==> src/rtl/if_id_pipe_reg.sv <==
//-----------------------------------------------------------------------------
// if_id_pipe_reg
//
// IF/ID pipeline register. Fetch delivers {pc, instr} beats over a
// valid/ready handshake. Decode receives them as a single bundle. Inside
// there is a two-entry skid buffer, which lets in_ready come straight from a
// flop. A taken branch (flush) discards every beat still in flight.
//
// Ports
//   clk        in   1              system clock, all state changes on posedge
//   rst_n      in   1              asynchronous active-low reset
//   in_valid   in   1              fetch presents a beat
//   in_ready   out  1              block can accept a beat (registered)
//   in_pc      in   PC_W           byte address of the fetched instruction
//   in_instr   in   INSTR_W        fetched instruction word
//   flush      in   1              taken branch: drop all buffered beats
//   out_valid  out  1              out_buf holds a valid beat
//   out_ready  in   1              decode consumes the beat this cycle
//   out_buf    out  PC_W+INSTR_W   {pc, instr}, with instr in the low bits
//   halt       out  1              (HALT_DETECT_EN only) sticky halt seen
//
// Configuration
//   HALT_DETECT_EN  When this macro is defined, a popped beat with
//                   instr[31:21] == 11'h7FF sets the sticky halt output.
//                   From then on the block accepts no more beats until reset.
//-----------------------------------------------------------------------------
module if_id_pipe_reg #(
    parameter int PC_W    = 64,
    parameter int INSTR_W = 32
) (
    input  logic                    clk,
    input  logic                    rst_n,
    input  logic                    in_valid,
    output logic                    in_ready,
    input  logic [PC_W-1:0]         in_pc,
    input  logic [INSTR_W-1:0]      in_instr,
    input  logic                    flush,
    output logic                    out_valid,
    input  logic                    out_ready,
    output logic [PC_W+INSTR_W-1:0] out_buf
`ifdef HALT_DETECT_EN
    ,
    output logic                    halt
`endif
);

    localparam int BUF_W = PC_W + INSTR_W;

    logic [BUF_W-1:0] main_buf, main_buf_n;
    logic [BUF_W-1:0] skid_buf, skid_buf_n;
    logic             main_v, main_v_n;
    logic             skid_v, skid_v_n;
    logic             in_ready_q;
    logic             halt_n;
    logic             acc;
    logic             pop;
    logic [BUF_W-1:0] in_beat;

    assign in_beat   = {in_pc, in_instr};
    assign acc       = in_valid & in_ready_q;
    assign pop       = main_v & out_ready;
    assign in_ready  = in_ready_q;
    assign out_valid = main_v;
    assign out_buf   = main_buf;

    // Next-state logic. The priority is flush first, then refilling main
    // (when it is empty or being popped), then parking the input in skid.
    always_comb begin
        // NOTE: every variable gets a default first, so no path can leave it
        // unassigned and infer a latch.
        main_buf_n = main_buf;
        skid_buf_n = skid_buf;
        main_v_n   = main_v;
        skid_v_n   = skid_v;

        if (flush) begin
            // A beat accepted in this cycle is dropped. A beat popped in
            // this cycle has already been taken by decode.
            main_v_n = 1'b0;
            skid_v_n = 1'b0;
        end else if (!main_v || pop) begin
            if (skid_v) begin
                main_buf_n = skid_buf;
                main_v_n   = 1'b1;
                if (acc) begin
                    skid_buf_n = in_beat;
                    skid_v_n   = 1'b1;
                end else begin
                    skid_v_n   = 1'b0;
                end
            end else begin
                // main_buf is written only on acceptance. A bubble therefore
                // leaves the old payload in place, and out_buf does not toggle.
                if (acc) begin
                    main_buf_n = in_beat;
                end
                main_v_n = acc;
                skid_v_n = 1'b0;
            end
        end else if (acc) begin
            // Main is stalled. Accepted input goes to skid. This branch is
            // never reached with skid_v=1, because in_ready is 0 then.
            skid_buf_n = in_beat;
            skid_v_n   = 1'b1;
        end
    end

`ifdef HALT_DETECT_EN
    logic halt_q;

    // Halt is sticky. It is raised by the popped beat, even when a flush
    // happens in the same cycle, and only reset clears it.
    assign halt_n = halt_q |
                    (pop && main_buf[INSTR_W-1:INSTR_W-11] == 11'h7FF);
    assign halt   = halt_q;

    always_ff @(posedge clk or negedge rst_n) begin
        if (!rst_n) begin
            halt_q <= 1'b0;
        end else begin
            halt_q <= halt_n;
        end
    end
`else
    assign halt_n = 1'b0;
`endif

    // NOTE: all sequential state uses non-blocking assignments. Every flop
    // then samples the pre-edge values, regardless of process order.
    always_ff @(posedge clk or negedge rst_n) begin
        if (!rst_n) begin
            // NOTE: the data registers are reset along with the valid bits,
            // so out_buf reads 0 during reset instead of stale data.
            main_buf   <= '0;
            skid_buf   <= '0;
            main_v     <= 1'b0;
            skid_v     <= 1'b0;
            in_ready_q <= 1'b1;
        end else begin
            main_buf   <= main_buf_n;
            skid_buf   <= skid_buf_n;
            main_v     <= main_v_n;
            skid_v     <= skid_v_n;
            // in_ready is derived from next state and registered. This keeps
            // any combinational path from out_ready away from fetch.
            in_ready_q <= ~skid_v_n & ~halt_n;
        end
    end

endmodule

==> config.mk <==
export PLATFORM = sky130hd
export DESIGN_NAME = if_id_pipe_reg
export DESIGN_NICKNAME = d
export VERILOG_FILES = /design/src/rtl/if_id_pipe_reg.sv
export SDC_FILE = /design/constraint.sdc
export NUM_CORES = 1
export LEC_CHECK = 0
export ABC_AREA = 1
export CORE_ASPECT_RATIO = 1.1
export CORE_MARGIN = 2
export CORE_UTILIZATION = 55
export DETAILED_ROUTE_END_ITERATION = 8
export GPL_ROUTABILITY_DRIVEN = 0
export PLACE_DENSITY_LB_ADDON = 0.1
export SLEW_MARGIN = 10
export SYNTH_ARGS = -nofsm -noshare
export SYNTH_HDL_FRONTEND = slang
export SYNTH_SLANG_ARGS = --single-unit
export TNS_END_PERCENT = 50
==> constraint.sdc <==
create_clock -name clk -period 3.2 [get_ports clk]
set_input_delay 0.32 -clock clk [delete_from_list [all_inputs] [get_ports clk]]
set_output_delay 0.32 -clock clk [all_outputs]
set_load 0.03 [all_outputs]
After elaboration in Yosys (flattened, before gate mapping). Cells that the tools add are included.

Output and inout port bits: 98. Register bits: 195. Word-level logic and storage cells: 29. Input bits: 101.

Reductions and logical operators: 6. Bitwise operators: 4. Muxes and demuxes: 13. Equality and inequality tests: 1.

Operators with widths (count): 2-to-1 mux 96 bit (5); 2-to-1 mux 1 bit (8); nonzero test 2 bit (2); AND reduction 3 bit (1); bitwise AND 1 bit (2); != test 2 bit, second input constant (1); NOT 1 bit (2); AND reduction 2 bit (1); zero test 1 bit (1); logical OR 1 bit (1).

Depth between registers and ports, before layout.
Depth in word-level cells: 6. Depth in mapped cells: 8. Mapped depth without buffers: 6.

Worst setup path after synthesis. Ideal clock, no wire load.

Path type: register to register. Start: register in_ready_q (netlist: in_ready). End: register skid_buf[86]. Arrival time: 1.365 ns. Slack: 1.717 ns. Library setup time: 0.117 ns. Period minus slack after synthesis: 1.483 ns. Required time: 3.083 ns. Cell stages (with the launch flop): 8. Buffers on the path: 2. Cells stage by stage: dfstp_2 nand2_1 inv_2 nand3_2 buf_4 buf_6 nand2_1 nand2_1.

Cells in the longest elaborated chain, start to end: 4.

Ends and longest elaborated chain: start, declared (RTL line 53) `logic in_ready_q;`; start signal, assigned (RTL line 146) `in_ready_q <= ~skid_v_n & ~halt_n;`; bitwise AND 1 bit * (RTL line 60) `assign acc = in_valid & in_ready_q;`; 2-to-1 mux 96 bit *; 2-to-1 mux 96 bit; 2-to-1 mux 96 bit *; end signal, assigned (RTL line 141) `skid_buf <= skid_buf_n;`; end, declared (RTL line 50) `logic [BUF_W-1:0] skid_buf, skid_buf_n;`.

Mark *: on every way between the ends. The rest lies on a longest branch, timed or not. The select of a mux whose other input is x is not followed. A chain may end at the register's enable or synchronous reset.

Worst setup path in the final report.
Start: register skid_v. End: register main_buf[57] (netlist: out_buf[57]).

Cells in the longest elaborated chain, start to end: 2. Elaborated cells between the ends (all ways): 3. Classes of those cells: 1 x mux; 2 x reduce/logical.

Ends and longest elaborated chain: start, declared (RTL line 52) `logic skid_v, skid_v_n;`; start signal, assigned (RTL line 143) `skid_v <= skid_v_n;`; nonzero test 2 bit (no source line); AND reduction 3 bit (no source line); end signal, assigned (RTL line 140) `main_buf <= main_buf_n;`; end, declared (RTL line 49) `logic [BUF_W-1:0] main_buf, main_buf_n;`.

Several ways; a longest one is shown, not always the timed one.

==> metrics <==
status=complete, no violations; DR iter-0 viols=776; max cap viols=0; Worst-Margin Slew=1.18 ns; Vias/cell=5.52; skew final=0.00937 ns; Setup WS pre-CTS=0.844 ns; n_diodes=0; final-report setup violation count=0; Max rail drop VDD=0.428 mV; first-pass GRT wire length=39.9 mm; grt met2 use=0.422; setup TNS=0 ns; largest net degree at the start of global routing=97; Critical Path Start=skid_v$_DFF_PN0_; Port Buffers=198; met3 usage=0.0575; die area=17500 um2; CTS Sinks=195; CTS clock-pin slew for the worst setup and hold paths=0.07 ns; Initial Util=0.558; flops & latches, synth=195; syn_area_per_cell=7.77 um2; setup ws final=1.16 ns; Area growth, synth to finish=27.7%; Final Hold Fails=0; total number of vias=8403; Final HPWL DP=13.6 mm; Synth top area share=0.536; most frequent cells in the layout=675 x nand2_1, 197 x clkdlybuf4s50_1, 193 x dfrtp_1, 96 x nand3_1, 96 x nand4_1; max_slew headroom=0.212; peak fanout along the critical path=73; area leader, netlist=dfrtp_1; H-tree Lvls=4; final net count=1406; syn_nets=1267; Finished Core Util=0.712; share of layout cells above drive strength 1=0.0402; io pins=199; busiest layer in global routing=met2; antenna violations before repair=0; Max Freq=0.490 GHz; Rows=49; GRT Overall Usage=0.280; Num CTS Buffers=17; commonest non-fill, non-tap cell in the layout=nand2_1; Hold Crit Class=in2async; router iterations before antenna repair=5; number of global-route vias before repair=7722; critical path required time=3.58 ns; number of gates resized after CTS=0; met1 Use GR=0.410; post-layout total power=0.00751 W; Synth Cell Area=9060 um2; origin of the critical flop-to-flop path=skid_v$_DFF_PN0_; FF-to-FF setup slack=1.16 ns; WL/cell=16.1 um; CTS max path bufs=2; Post-Route WL=24.5 mm; post-synthesis sequential area ratio=0.539; Die Ht=139 um; die width=126 um; RSZ-0062 raised after global routing=no; Yosys warning count=0; post-synthesis cell count=1166; Core Box Area=16200 um2; Critical Path End Type=register; Power Density=649 nW/um2; Final period util=0.637; Worst Path Arrival=2.42 ns; latest clock arrival within the worst-skew pair=0.44 ns; GRT overflow=0; post-route antenna net violation count=0; Cell variety after synth=19; WS Path Type=reg2reg; DRC violations left=0; Final Max Tran Viols=0; min Tclk post-route=2.04 ns; fill count=1313; clock tree from TritonCTS=yes; Root Buffer=clkbuf_16; Startpoint Class=register; Pleak=6.02 nW; Synth area leaders=dfrtp_1 54%, nand2_1 28%, nand4_1 6.6%, nand3_1 5.3%, buf_2 2.5%
## final cells by class
| type | instances | area, um2 | share of cell area |
|---|---|---|---|
| Tap cell | 204 | 255 | 0.0221 |
| Inverter | 5 | 23.8 | 0.00205 |
| Clock buffer | 21 | 460 | 0.0398 |
| Multi-Input combinational cell | 875 | 3700 | 0.319 |
| Timing Repair Buffer | 211 | 2120 | 0.183 |
| Clock inverter | 11 | 128 | 0.0110 |
| Sequential cell | 195 | 4880 | 0.422 |
## logic make-up (layout without fill, tap and decap cells)
group | Yosys count | count (layout) | synth area share
buffers and inverters | 96 | 248 | 0.0546
DFF | 195 | 195 | 0.539
AOI/OAI and AO/OA | 4 | 4 | 0.00345
and+or+nand+nor | 871 | 871 | 0.403
## registers in the layout, indices dropped and copies added (netlist names)
register   flops
out_valid      1
skid_v         1
in_ready       1
skid_buf      96
out_buf       96
## stage by stage
stage | instances | area [um2] | hold slack [ns]
floorplan | 1166 | 9060 | 0.0244
global placement | 1489 | 11000 | 0.266
detailed placement | 1489 | 11000 | 0.262
CTS | 1522 | 11600 | 0.367
global route | 1522 | 11600 | 0.391
finish | 1522 | 11600 | 0.352
## final timing paths
| kind | end | depth (start not counted) |
|---|---|---|
| max reg2reg | out_buf[57]$_DFFE_PN0P_ | 6 |
| max in group asynchronous | out_buf[30]$_DFFE_PN0P_ | 3 |
| max | out_buf[57]$_DFFE_PN0P_ | 6 |
| min in group clk | out_buf[44]$_DFFE_PN0P_ | 2 |
| min | out_buf[59]$_DFFE_PN0P_ | 2 |
| min reg2reg | out_buf[44]$_DFFE_PN0P_ | 2 |
## layer usage
layer / up-vias / share of wire / wire length [um]
met5: - / 0 / 0
met4: 0 / 0.023 / 552
li1: 4016 / - / -
met2: 358 / 0.46 / 11400
met1: 3987 / 0.44 / 10600
met3: 42 / 0.078 / 1910
## report_power, final
| part | total, W | internal [W] | switching (W) |
|---|---|---|---|
| Sequential | 0.00338 | 0.00305 | 0.000328 |
| Clock | 0.00216 | 0.00120 | 0.000959 |
| Combinational | 0.00198 | 0.000778 | 0.00120 |
| Total | 0.00751 | 0.00502 | 0.00249 |
## cell usage after synthesis
library cell    n
a21oi_1         1
a21oi_4         1
buf_1           3
buf_2          45
buf_4          10
buf_6           5
clkbuf_1       28
dfrtp_1       194
dfstp_2         1
inv_1           2
inv_2           2
inv_4           1
nand2_1       675
nand2_2         1
nand2_4         2
nand3_1        96
nand3_2         1
nand4_1        96
o21ai_0         2
## what timing repair did
| action | in CTS | in global routing |
|---|---|---|
| setup buffers | 0 | 0 |
| hold buffers | 1 | 0 |
| endpoints found under the hold margin | 37 | 0 |
## critical path: stages (launching register included)
cell and delay, ns:
dfrtp_4 0.49, inv_4 0.27, buf_4 0.70, nand2_1 0.17, nand2_1 0.12, nand3_1 0.08
nand2_1 0.11
No activity file was read; power rests on OpenSTA's default activity.
